File: src/rtl/i2c_init_sequencer.sv
// Walks an external register table and drives a register-write engine
// one entry at a time, with per-entry retries, a watchdog and a fixed inter-write gap.
module i2c_init_sequencer #(
  parameter int unsigned NUM_REGS        = 16,
  parameter int unsigned MAX_RETRIES     = 3,
  parameter int unsigned GAP_CYCLES      = 1000,
  parameter int unsigned WATCHDOG_CYCLES = 100000
) (
  input  logic       clk,
  input  logic       reset,
  input  logic       go,
  output logic [7:0] tbl_addr,
  input  logic [6:0] tbl_dev_addr,
  input  logic [7:0] tbl_reg_addr,
  input  logic [7:0] tbl_data,
  output logic [6:0] wr_dev_address,
  output logic [7:0] wr_reg_address,
  output logic [7:0] wr_data,
  output logic       wr_start,
  input  logic       wr_done,
  input  logic       wr_failure,
  output logic       busy,
  output logic       init_done,
  output logic       init_error,
  output logic [7:0] error_index
);

  localparam int unsigned IDX_W = 8;
  localparam int unsigned RT_W  = (MAX_RETRIES < 1) ? 1 : $clog2(MAX_RETRIES + 1);
  localparam int unsigned GAP_W = (GAP_CYCLES < 2) ? 1 : $clog2(GAP_CYCLES);
  localparam int unsigned WD_W  = (WATCHDOG_CYCLES < 2) ? 1 : $clog2(WATCHDOG_CYCLES);

  localparam logic [IDX_W-1:0] LAST_IDX = IDX_W'(NUM_REGS - 1);
  localparam logic [RT_W-1:0]  RT_MAX   = RT_W'(MAX_RETRIES);
  localparam logic [GAP_W-1:0] GAP_LAST = GAP_W'(GAP_CYCLES - 1);
  localparam logic [WD_W-1:0]  WD_LAST  = WD_W'(WATCHDOG_CYCLES - 1);

  typedef enum logic [2:0] {
    S_IDLE, S_FETCH, S_LATCH, S_ISSUE, S_WAIT, S_GAP, S_DONE, S_ERROR
  } state_e;

  state_e           state_q, state_d;
  logic [IDX_W-1:0] idx_q, idx_d;
  logic [RT_W-1:0]  rt_q, rt_d;
  logic [GAP_W-1:0] gap_q, gap_d;
  logic [WD_W-1:0]  wd_q, wd_d;
  logic [6:0]       wr_dev_q, wr_dev_d;
  logic [7:0]       wr_reg_q, wr_reg_d;
  logic [7:0]       wr_data_q, wr_data_d;
  logic             wr_start_q, wr_start_d;
  logic             busy_q, busy_d;
  logic             done_q, done_d;
  logic             err_q, err_d;
  logic [7:0]       err_idx_q, err_idx_d;

  // State and output registers
  always_ff @(posedge clk) begin
    if (reset) begin
      state_q    <= S_IDLE;
      idx_q      <= '0;
      rt_q       <= '0;
      gap_q      <= '0;
      wd_q       <= '0;
      wr_dev_q   <= '0;
      wr_reg_q   <= '0;
      wr_data_q  <= '0;
      wr_start_q <= 1'b0;
      busy_q     <= 1'b0;
      done_q     <= 1'b0;
      err_q      <= 1'b0;
      err_idx_q  <= '0;
    end else begin
      state_q    <= state_d;
      idx_q      <= idx_d;
      rt_q       <= rt_d;
      gap_q      <= gap_d;
      wd_q       <= wd_d;
      wr_dev_q   <= wr_dev_d;
      wr_reg_q   <= wr_reg_d;
      wr_data_q  <= wr_data_d;
      wr_start_q <= wr_start_d;
      busy_q     <= busy_d;
      done_q     <= done_d;
      err_q      <= err_d;
      err_idx_q  <= err_idx_d;
    end
  end

  // Next-state and next-output logic
  always_comb begin
    state_d    = state_q;
    idx_d      = idx_q;
    rt_d       = rt_q;
    gap_d      = gap_q;
    wd_d       = wd_q;
    wr_dev_d   = wr_dev_q;
    wr_reg_d   = wr_reg_q;
    wr_data_d  = wr_data_q;
    wr_start_d = 1'b0;
    err_idx_d  = err_idx_q;

    case (state_q)
      S_IDLE, S_DONE, S_ERROR: begin
        if (go) begin
          idx_d   = '0;
          rt_d    = '0;
          state_d = S_FETCH;
        end
      end
      S_FETCH: state_d = S_LATCH;
      S_LATCH: begin
        wr_dev_d  = tbl_dev_addr;
        wr_reg_d  = tbl_reg_addr;
        wr_data_d = tbl_data;
        state_d   = S_ISSUE;
      end
      S_ISSUE: begin
        wr_start_d = 1'b1;
        wd_d       = '0;
        state_d    = S_WAIT;
      end
      S_WAIT: begin
        // Failure (engine or watchdog) outranks a coincident done
        if (wr_failure || (wd_q == WD_LAST)) begin
          if (rt_q < RT_MAX) begin
            rt_d    = RT_W'(rt_q + 1'b1);
            gap_d   = '0;
            state_d = S_GAP;
          end else begin
            err_idx_d = idx_q;
            state_d   = S_ERROR;
          end
        end else if (wr_done) begin
          rt_d = '0;
          if (idx_q == LAST_IDX) begin
            state_d = S_DONE;
          end else begin
            idx_d   = IDX_W'(idx_q + 1'b1);
            gap_d   = '0;
            state_d = S_GAP;
          end
        end else begin
          wd_d = WD_W'(wd_q + 1'b1);
        end
      end
      S_GAP: begin
        if (gap_q == GAP_LAST) state_d = S_FETCH;
        else                   gap_d   = GAP_W'(gap_q + 1'b1);
      end
      default: state_d = S_IDLE;
    endcase

    busy_d = !((state_d == S_IDLE) || (state_d == S_DONE) || (state_d == S_ERROR));
    done_d = (state_d == S_DONE);
    err_d  = (state_d == S_ERROR);
  end

  assign tbl_addr       = idx_q;
  assign wr_dev_address = wr_dev_q;
  assign wr_reg_address = wr_reg_q;
  assign wr_data        = wr_data_q;
  assign wr_start       = wr_start_q;
  assign busy           = busy_q;
  assign init_done      = done_q;
  assign init_error     = err_q;
  assign error_index    = err_idx_q;

endmodule
File: config.mk
export PLATFORM = sky130hd
export DESIGN_NAME = i2c_init_sequencer
export DESIGN_NICKNAME = d
export VERILOG_FILES = /design/src/rtl/i2c_init_sequencer.sv
export SDC_FILE = /design/constraint.sdc
export NUM_CORES = 1
export LEC_CHECK = 0
export CAP_MARGIN = 40
export CORE_ASPECT_RATIO = 1.5
export CORE_UTILIZATION = 35
export DETAILED_ROUTE_END_ITERATION = 16
export SLEW_MARGIN = 20
export SYNTH_ARGS = -nofsm -noshare
export SYNTH_HDL_FRONTEND = slang
export SYNTH_SLANG_ARGS = --single-unit
File: constraint.sdc
create_clock -name clk -period 3.8 [get_ports clk]
set_input_delay 0.95 -clock clk [delete_from_list [all_inputs] [get_ports clk]]
set_output_delay 0.95 -clock clk [all_outputs]
set_load 0.1 [all_outputs]
==> Word-level counts from Yosys, hierarchy flattened <==
Index checks and enable logic that the tools add are counted.
{ "totals": {"ff_bits": 75, "in_bits": 28, "output_inout_bits": 43, "elab_cells": 82} }
{ "classes": {"n_addsub": 4, "order_cmp": 1, "eq_ne": 21, "n_mux": 27, "bitwise_logic": 1, "reduce_logical": 15} }
{ "ops": {"columns": ["op", "count"], "rows": [
  ["10-bit two-way mux", 5],
  ["17-bit two-way mux", 2],
  ["17-bit case mux with 2 select lines", 1],
  ["8-bit two-way mux", 4],
  ["10-bit case mux with 2 select lines", 1],
  ["3-bit equality test (second input constant)", 6],
  ["3-bit case mux with 6 select lines", 1],
  ["17-bit by 1-bit adder with 17-bit output (second input constant)", 1],
  ["17-bit equality test (second input constant)", 1],
  ["8-bit case mux with 2 select lines", 1],
  ["2-bit two-way mux", 6],
  ["3-bit two-way mux", 4],
  ["2-bit inequality test (second input constant)", 6],
  ["10-bit by 1-bit adder with 10-bit output (second input constant)", 1],
  ["10-bit equality test (second input constant)", 1],
  ["5-bit AND reduction", 2],
  ["3-bit inequality test (second input constant)", 3],
  ["8-bit by 1-bit adder with 8-bit output (second input constant)", 1],
  ["8-bit by 4-bit equality test with 1-bit output (second input constant)", 1],
  ["3-bit by 2-bit equality test with 1-bit output (second input constant)", 2],
  ["3-bit logical NOT", 2],
  ["3-bit AND reduction", 2],
  ["2-bit nonzero test", 3],
  ["2-bit case mux with 2 select lines", 1],
  ["9 further kinds", 11]
]} }

==> Depth between registers and ports, before layout <==
Gate-level depths: netlist of run 1.
{ "logic_depth": {"depth_word": 9, "mapped_depth": 8, "ltp_nobuf": 6} }

==> Least setup slack after synthesis of run 1 <==
OpenSTA, ideal clock, no wires.
{ "synth_path": {"kind": "reg2reg", "start": "register idx_q[0], in the netlist tbl_addr[0]", "end": "register gap_q[6]", "setup_time_ns": 0.091, "arrival_ns": 2.408, "required_ns": 3.709, "path_slack_ns": 1.301, "path_stages_with_launch": 7, "path_buffers": 0, "period_less_slack_ns": 2.499, "path_cell_list": "dfxtp_1 > ha_1 > nand3_1 > o21ai_0 > nor4b_4 > nor3_1 > a311oi_1"} }
{ "synth_between": {"elab_chain_len": 3} }
{ "synth_rtl": {"columns": ["element", "line", "text"], "rows": [
  ["start: declaration", "43", "logic [IDX_W-1:0] idx_q, idx_d;"],
  ["start signal: assignment", "74", "idx_q <= idx_d;"],
  ["8-bit by 4-bit equality test with 1-bit output", "135", "if (idx_q == LAST_IDX) begin"],
  ["3-bit inequality test (no line)", null, null],
  ["5-bit AND reduction (no line)", null, null],
  ["end signal: assignment", "76", "gap_q <= gap_d;"],
  ["end: declaration", "45", "logic [GAP_W-1:0] gap_q, gap_d;"]
]} }
No other way between the ends.
A chain may end at the register's enable or synchronous reset.

==> Worst setup path after layout of run 1 <==
{ "layout_path": {"start": "input go", "end": "register idx_q[6], in the netlist tbl_addr[6]"} }
{ "layout_between": {"elab_chain_len": 2} }
{ "layout_rtl": {"columns": ["element", "line", "text"], "rows": [
  ["start: declaration", "11", "input logic go,"],
  ["2-bit inequality test (no line)", null, null],
  ["5-bit AND reduction (no line)", null, null]
]} }
No other way between the ends.

==> results.cfg, run 1 <==
[finish]
fraction_of_final_layout_cells_with_drive_strength_greater_than_1 = 0.138
total_inserted_antenna_cells = 0
fillers = 858
area_delta_synth_final_pct = 52.4
nets = 551

[die]
io_pins = 71
rows = 43
fp.coreArea_sq_mm = 0.00936
die_height_um = 123
start_util = 0.364
fp.dieW_um = 82.6
die_area_sq_mm = 0.0101

[sta]
report.final.hold_viol_count = 0
timing_max_transition_violations_final = 0
layout_min_cycle_time_ns = 2.56
fmax_mhz = 391
worst_clock_skew_ns = 0.00483
setup-violations-final = 0
final.setup.tns_ns = 0
timing.final.crit_share = 0.673
setup_repair_after_global_routing_missed_its_margin = no
slew_headroom = 0.451
holdWs_ns = 0.452
tightest_pin_transition_ns = 0.817

[min_path]
worst_hold_class = reg2reg

[routing]
num_vias = 3439
detail-route-antenna-nets = 0
finalWirelength_um = 9260
drt-vias-per-instance = 5.42
drt_pass1_iterations = 4
post-route-drc-count = 0
post_drt_wl_per_cell_um = 14.6
initialDrtViolationCount = 158

[clocking]
post_cts_buffers = 0
cts.repair.resized = 0
total_clock_buffers_created_by_cts = 9
cts.root.buffer_cell = clkbuf_16
cts.sink_count = 75
cts.path.max_buffers = 2
postCtsHoldBufs = 0
cts_tree = built
clk-insertion-delay-late_ns = 0.33
cts.reportedPaths.clkPinSlew_ns = 0.06
cts-htree-levels = 3

[global_routing]
first_global_vias = 3365
grt_antenna_before_repair = 0
grt_util_all_layers = 0.203
grt_start_max_net_pins = 49
grt_remaining_overflow = 0
global_route_wire_length_before_repair_um = 15900

[run_status]
status = completed

[placed_design]
place_hpwl_um = 6680
port-buffer-count = 70
place.gp.congestion = 0.852

[pwr]
maximum_vdd_drop_v = 0.000297
power.density_mw_per_mm2 = 394
power.static_leakage_nw = 1.84

[logic_synthesis]
ys_async_sr_fraction = 0
synthesized_area_per_cell_sq_um = 8.31
syn_nets = 442
synthCells = 410
synth_ff_type = dfxtp_1
mappedNetlistArea_sq_mm = 0.00341
synth-seq-area-share = 0.441
postSynthRegisterBits = 75
number_of_synthesis_warnings = 0
synth_edf_count = 0
synth.distinct_cells = 55

[critical_path]
critPathLaunchType = input pin
worstPathCellList = clkdlybuf4s50_1 -> o21ai_0 -> a22o_1 -> or4_1 -> a21oi_1
required_ns = 4.06
internal_reg_to_reg_setup_slack_ns = 1.37
setup_crit_end_kind = flip-flop
worst-setup-path-type = in2reg
critPathTopFamily = compound AO/OA/AOI/OAI gates
critPathMaxFanout = 14
critical-path-max-stage-delay_ns = 0.62
critical_path.slowest_cell = clkdlybuf4s50_1
critical_path_arrival_ns = 2.82
crit_path_buffers_inverters = 1

[flow_run]
max_cap_violations = 0
==> layout by cell type (no fill, tap or decap), types with 6 or more instances in the layout <==
master,n
nand2_1,87
dfxtp_1,75
clkdlybuf4s50_1,69
a21oi_1,51
buf_8,36
nor2_1,21
o21ai_0,14
nand3_1,10
or4_1,10
or3_1,10
o211ai_1,9
o31ai_1,9
clkbuf_16,9
nand4_1,7
inv_1,7
buf_16,7
nor3_1,6
==> state kept, by name, indices dropped and copies added, names as in the netlist, 3 cells and up <==
| name | flops |
|---|---|
| error_index | 8 |
| gap_q | 10 |
| state_q | 3 |
| tbl_addr | 8 |
| wd_q | 17 |
| wr_data | 8 |
| wr_dev_address | 7 |
| wr_reg_address | 8 |
==> report_power, final <==
part	leakage [nW]	switching [mW]	internal [mW]
registers	0.606	0.0258	0.810
logic	1.10	0.252	0.152
clock network	0.141	0.315	0.490
==> metrics by stage <==
step / utilization / setup slack (ns) / cell area [sq um] / total power, mW / cells
after detailed placement: 0.525 / 0.927 / 4910 / 1.26 / 620
after global placement: 0.447 / 0.964 / 4180 / 1.18 / 577
final: 0.555 / 1.24 / 5190 / 2.04 / 635
after global routing: 0.555 / 1.13 / 5190 / 2.13 / 635
after CTS: 0.555 / 1.27 / 5190 / 2.07 / 635
after floorplan: - / 1.30 / 3410 / 1.09 / 410
==> synth_stat cells, types with 6 or more instances <==
| library cell | count | share of area |
|---|---|---|
| nand2_1 | 87 | 0.096 |
| or3_1 | 10 | 0.018 |
| nor3_1 | 6 | 0.0088 |
| o31ai_1 | 9 | 0.020 |
| clkbuf_1 | 10 | 0.011 |
| or4_1 | 10 | 0.022 |
| nand3_1 | 10 | 0.015 |
| o211ai_1 | 9 | 0.020 |
| nand4_1 | 7 | 0.013 |
| inv_1 | 7 | 0.0077 |
| dfxtp_1 | 75 | 0.44 |
| o21ai_0 | 14 | 0.021 |
| nor2_1 | 21 | 0.023 |
| a21oi_1 | 51 | 0.075 |
==> metal layers <==
metal,global-route usage,share of wire
met1,0.234,0.43
met3,0.0498,0.039
met4,0.0765,0.021
met5,0,0
met2,0.353,0.51
==> final timing paths <==
kind                                                  to                     from  cells after the start
worst min register to register   wr_data[6]$_SDFFE_PP0P_  wr_data[6]$_SDFFE_PP0P_                      2
worst max-delay path            tbl_addr[6]$_SDFFE_PP0P_                       go                      5
worst max register to register     gap_q[9]$_SDFFE_PP0P_     wd_q[0]$_SDFFE_PP0P_                      6
worst min-delay path             wr_data[6]$_SDFFE_PP0P_  wr_data[6]$_SDFFE_PP0P_                      2
==> cells by family after synthesis <==
logic type,after synthesis,share of synthesized area
compound gates,115,0.217
xor+xnor,4,0.0103
fa+ha+maj,4,0.0147
buf+inv,26,0.0338
flops,75,0.441
mux,5,0.0151
simple gates,181,0.268
==> final cells by class <==
type                       instances  area, sq um  share of cell area
multi-input combinational        309         1790               0.345
inverter                           8         30.0             0.00578
clock buffer                      13          270              0.0520
clock inverter                     2         10.0             0.00193
sequential                        75         1500               0.289
tap                              112          140              0.0270
timing repair buffer             116         1450               0.279
==> tightest hold or removal path, stage by stage (launching register included) <==
cell,delay [ns]
dfxtp_1,0.30
nand2_1,0.05
a21oi_1,0.05
No activity file was read; power rests on OpenSTA's default activity.
==> run 2, diff against run 1 <==
- clock period: 3.8 -> 2.07 ns (I/O delays scaled with it)
==> run 2 against run 1 <==
- register-to-register slack worse by 1.3 ns
- sequential share of layout area increased by 2.1 points
- final cell count up 1.6%
- global-route usage fell by 0.57 points
- sequential power up 81%
- largest power group is now the clock network
==> results.cfg, run 2 (synthesis gave the netlist of run 1 again) <==
[min_path]
min_to = wr_data[4]$_SDFFE_PP0P_
worst_hold_class = reg2reg
min-delay-start = wr_data[4]$_SDFFE_PP0P_
worst_hold_path_cell_count = 2

[finish]
largest_reg_flops = 17
total_inserted_antenna_cells = 0
largest_register = wd_q
final_cell_mix = buf_4 (97), nand2_1 (87), dfxtp_1 (65)
fraction_of_final_layout_cells_with_drive_strength_greater_than_1 = 0.270
area_delta_synth_final_pct = 43.6
biggestRegsByFlops = wd_q (17), gap_q (10)
fin_util = 0.523
most_common_library_cell_in_the_layout_ignoring_fill_and_taps = buf_4
nets = 560

[die]
fp.dieW_um = 82.6
io_pins = 71
die_area_sq_mm = 0.0101
fp.coreArea_sq_mm = 0.00936
start_util = 0.364
rows = 43
die_height_um = 123

[pwr]
maximum_vdd_drop_v = 0.000684
clkPwrFrac = 0.438
switching_fraction = 0.278
p_sw_mw = 1.09
power.density_mw_per_mm2 = 799
combPwrFrac = 0.174
power.share.sequential = 0.387
cellInternalPower_mw = 2.82
total_power_mw = 3.91
power.static_leakage_nw = 1.89

[global_routing]
busiest_layer = met2
gr-usage-met1 = 0.231
grt_util_all_layers = 0.197
grt_start_max_net_pins = 31
gr-usage-met3 = 0.0335
groute.layer.met2.usage = 0.338
first_global_vias = 3413
global_route_wire_length_before_repair_um = 15300
grt_remaining_overflow = 0
grt_antenna_before_repair = 0

[sta]
holdWs_ns = 0.455
final.setup.tns_ns = 0
report.final.hold_viol_count = 0
timing.final.crit_share = 0.957
slew_headroom = 0.645
fmax_mhz = 505
setup_repair_after_global_routing_missed_its_margin = no
setup-violations-final = 0
timing_max_transition_violations_final = 0
tightest_pin_transition_ns = 0.530
layout_min_cycle_time_ns = 1.98
worst_clock_skew_ns = 0.00492

[clocking]
total_clock_buffers_created_by_cts = 9
postCtsHoldBufs = 0
cts.root.buffer_cell = clkbuf_16
cts.reportedPaths.clkPinSlew_ns = 0.06
clk-insertion-delay-late_ns = 0.33
cts_tree = built
cts.path.max_buffers = 2
cts-htree-levels = 3
cts.sink_count = 75

[critical_path]
critical_path_arrival_ns = 2.24
critPathMaxFanout = 6
internal_reg_to_reg_setup_slack_ns = 0.09
regToRegEndpoint = wd_q[11]$_SDFFE_PP0P_
setup_crit_end_kind = flip-flop
worst_r2r_path_depth = 5
worst-setup-path-type = reg2reg
r2r_start = state_q[0]$_SDFF_PP0_
required_ns = 2.33
critPathLaunchType = flip-flop

[routing]
num_vias = 3386
post_drt_wl_per_cell_um = 14.0
drt-vias-per-instance = 5.25
initialDrtViolationCount = 120
post-route-drc-count = 0
finalWirelength_um = 9010
drt_pass1_iterations = 5
detail-route-antenna-nets = 0

[placed_design]
place_hpwl_um = 6720
port-buffer-count = 70
place.gp.congestion = 0.862

[run_status]
status = completed

[flow_run]
max_cap_violations = 0
run 2: cell count changes in the layout (fill, tap and decap cells not counted), moves of 2 or more:
cell and change:
o21ai_1 +2, dfxtp_2 +8, o21ai_0 -2, dfxtp_1 -10
buf_4 +94, buf_16 -7, dfxtp_4 +2, bufinv_16 +2
buf_8 -36, clkdlybuf4s50_1 -44
run 2: final cells by class:
| cell class | count | area (sq um) |
|---|---|---|
| fillers | 924 | 4470 |
| multi-input cells | 309 | 1860 |
| flip-flops and latches | 75 | 1520 |
| repair buffers | 125 | 1020 |
| clock buffers | 12 | 256 |
| well taps | 112 | 140 |
| clock inverters | 4 | 72.6 |
| inverters | 8 | 30.0 |
run 2: power groups by stage:
stage | Clock, mW | Sequential, mW | Combinational, mW
2_1_floorplan | 0 | 1.80 | 0.203
3_3_place_gp | 0 | 1.54 | 0.677
3_5_place_dp | 0 | 1.55 | 0.682
4_1_cts | 1.75 | 1.52 | 0.684
5_1_grt | 1.82 | 1.52 | 0.728
6_report | 1.71 | 1.51 | 0.681
run 2: worst max path at each step:
stage / end / cells after the start / startpoint / slack [ns]
detailed placement: gap_q[6]$_SDFFE_PP0P_ / 6 / wr_done / -0.29
global placement: gap_q[6]$_SDFFE_PP0P_ / 7 / wr_failure / -0.28
finish: wd_q[11]$_SDFFE_PP0P_ / 5 / state_q[0]$_SDFF_PP0_ / 0.09
CTS: wd_q[11]$_SDFFE_PP0P_ / 7 / wd_q[0]$_SDFFE_PP0P_ / 0.03
floorplan: gap_q[6]$_SDFFE_PP0P_ / 5 / tbl_addr[4]$_SDFFE_PP0P_ / 0.02
global route: wd_q[5]$_SDFFE_PP0P_ / 6 / state_q[0]$_SDFF_PP0_ / 0.009
run 2: metal layers:
layer | vias up | routed length, um
met5 | - | 0
met4 | 0 | 187
met3 | 13 | 319
met2 | 67 | 4660
met1 | 1575 | 3840
li1 | 1731 | -
run 2: critical path, stage by stage (launching register included):
cell	delay (ns)
dfxtp_1	0.37
or3b_4	0.46
o21ai_2	0.19
o211ai_1	0.19
or4_1	0.53
a21oi_1	0.17
run 2: repair_timing:
action	in CTS	in global routing
buffers inserted	0	2
pin swaps	1	5
gates resized for setup	5	12
endpoints found under the setup margin	28	28
run 2: stage by stage:
step / instance area, sq um / setup WS, ns / cells
5_1_grt: 4890 / 0.00859 / 645
6_report: 4890 / 0.0892 / 645
2_1_floorplan: 3420 / 0.0190 / 410
3_5_place_dp: 4480 / -0.293 / 627
4_1_cts: 4840 / 0.0274 / 643
3_3_place_gp: 4480 / -0.276 / 627
==> run 3, diff against run 2 <==
- PLACE_DENSITY: not set -> 0.59
- RECOVER_POWER: not set -> 50
==> run 3 against run 2 <==
- sequential cell count did not move
- design area is 2.6% lower
- largest cell class unchanged
- worst hold slack got worse by 0.0043 ns
- critical path type unchanged
- critical endpoint is now busy$_SDFF_PP0_
- clock skew rose by 0.0015 ns
- sequential power barely moved
- routed wire length grew 2.8%
==> results.cfg, run 3 (synthesis gave the netlist of run 1 again) <==
[pwr]
maximum_vdd_drop_v = 0.000495
power.density_mw_per_mm2 = 784
power.static_leakage_nw = 1.83

[routing]
post_drt_wl_per_cell_um = 14.3
initialDrtViolationCount = 146
num_vias = 3452
drt_pass1_iterations = 4
finalWirelength_um = 9260
detail-route-antenna-nets = 0
drt-vias-per-instance = 5.34
post-route-drc-count = 0

[critical_path]
internal_reg_to_reg_setup_slack_ns = 0.07
setup_crit_end_kind = flip-flop
critPathMaxFanout = 6
regToRegEndpoint = busy$_SDFF_PP0_
critPathLaunchType = flip-flop
worst-setup-path-type = reg2reg
critical_path_arrival_ns = 2.24
required_ns = 2.30
r2r_start = wd_q[1]$_SDFFE_PP0P_
worst_r2r_path_depth = 8

[placed_design]
place.gp.congestion = 0.813
port-buffer-count = 70
dpl-instance-area_sq_mm = 0.00448
place_hpwl_um = 6900
placedCellCount = 628
placement.setup.worst_slack_ns = -0.315

[min_path]
worst_hold_class = reg2reg
min-delay-start = wr_reg_address[6]$_SDFFE_PP0P_
min_to = wr_reg_address[6]$_SDFFE_PP0P_
worst_hold_path_cell_count = 2

[finish]
fraction_of_final_layout_cells_with_drive_strength_greater_than_1 = 0.270
final_cell_mix = nand2_1 (87), dfxtp_1 (65), buf_4 (54)
fin_util = 0.509
final_cell_area_sq_mm = 0.00477
nets = 561
most_common_library_cell_in_the_layout_ignoring_fill_and_taps = nand2_1
largest_reg_flops = 17
total_inserted_antenna_cells = 0
biggestRegsByFlops = wd_q (17), gap_q (10)
largest_register = wd_q
area_delta_synth_final_pct = 39.9
finalNonFillerCells = 646

[die]
die_height_um = 123
fp.coreArea_sq_mm = 0.00936
io_pins = 71
start_util = 0.364
rows = 43
die_area_sq_mm = 0.0101
fp.dieW_um = 82.6

[sta]
tightest_pin_transition_ns = 0.559
layout_min_cycle_time_ns = 2.00
fmax_mhz = 499
worst_clock_skew_ns = 0.00637
setup_repair_after_global_routing_missed_its_margin = yes
setup_slack_ns = 0.0669
slew_headroom = 0.629
report.final.hold_viol_count = 0
setup-violations-final = 0
holdWs_ns = 0.451
timing_max_transition_violations_final = 0
timing.final.crit_share = 0.968

[clocking]
cts.root.buffer_cell = clkbuf_16
cts-htree-levels = 3
total_clock_buffers_created_by_cts = 9
cts_tree = built
postCtsHoldBufs = 0
clk-insertion-delay-late_ns = 0.33
cts.reportedPaths.clkPinSlew_ns = 0.06
cts.sink_count = 75
cts.path.max_buffers = 2

[flow_run]
max_cap_violations = 0

[global_routing]
grt_antenna_before_repair = 0
grt_start_max_net_pins = 30
first_global_vias = 3472
grt_util_all_layers = 0.200
global_route_wire_length_before_repair_um = 15600
grt_remaining_overflow = 0

[run_status]
status = completed
==> run 3: where the power goes <==
group          switching (mW)  internal [mW]
combinational           0.471          0.199
sequential             0.0265           1.49
clock                   0.589          0.965
total                    1.09           2.65
==> run 3: timing repair <==
action | 4_1_cts | 5_1_grt
setup endpoints to repair | 22 | 23
pin swaps | 2 | 7
resized for setup | 8 | 11
hold endpoints to repair | 0 | 0
setup buffers | 0 | 2
==> run 3: worst max path at each step <==
| stage | start | endpoint | slack [ns] |
|---|---|---|---|
| 6_report | wd_q[1]$_SDFFE_PP0P_ | busy$_SDFF_PP0_ | 0.07 |
| 3_5_place_dp | wr_done | busy$_SDFF_PP0_ | -0.32 |
| 3_3_place_gp | wr_done | busy$_SDFF_PP0_ | -0.34 |
| 2_1_floorplan | tbl_addr[4]$_SDFFE_PP0P_ | gap_q[6]$_SDFFE_PP0P_ | 0.02 |
| 4_1_cts | wd_q[1]$_SDFFE_PP0P_ | busy$_SDFF_PP0_ | -0.04 |
| 5_1_grt | wd_q[1]$_SDFFE_PP0P_ | busy$_SDFF_PP0_ | -0.009 |
==> run 3: worst max-delay path, stage by stage, from the launching register on <==
cell and delay, ns:
dfxtp_2 0.35, ha_4 0.14, nor4bb_4 0.22, a41oi_2 0.15
buf_6 0.16, buf_4 0.15, a41o_1 0.27, o21ba_2 0.21
a211oi_2 0.26
==> run 3: metrics by stage <==
| step | TNS [ns] | power [mW] |
|---|---|---|
| 2_1_floorplan | 0 | 2.00 |
| 3_3_place_gp | -4.58 | 2.23 |
| 3_5_place_dp | -5.17 | 2.23 |
| 4_1_cts | -0.0423 | 3.81 |
| 5_1_grt | -0.00853 | 3.88 |
| 6_report | 0 | 3.74 |
==> run 3: layout make-up <==
cell class / count / area [sq um]
fill: 934 / 4590
multi-input combinational: 309 / 1870
sequential: 75 / 1520
timing repair buffer: 126 / 916
clock buffer: 12 / 246
tap: 112 / 140
clock inverter: 4 / 50.0
inverter: 8 / 30.0
==> run 3: layer usage <==
| layer | vias to the layer above | GRT usage | wire (um) | share of wire |
|---|---|---|---|---|
| li1 | 1735 | - | - | - |
| met1 | 1623 | 0.219 | 3840 | 0.41 |
| met2 | 77 | 0.358 | 4820 | 0.52 |
| met3 | 17 | 0.0498 | 380 | 0.041 |
| met4 | 0 | 0.0862 | 221 | 0.024 |
| met5 | - | 0 | 0 | 0 |
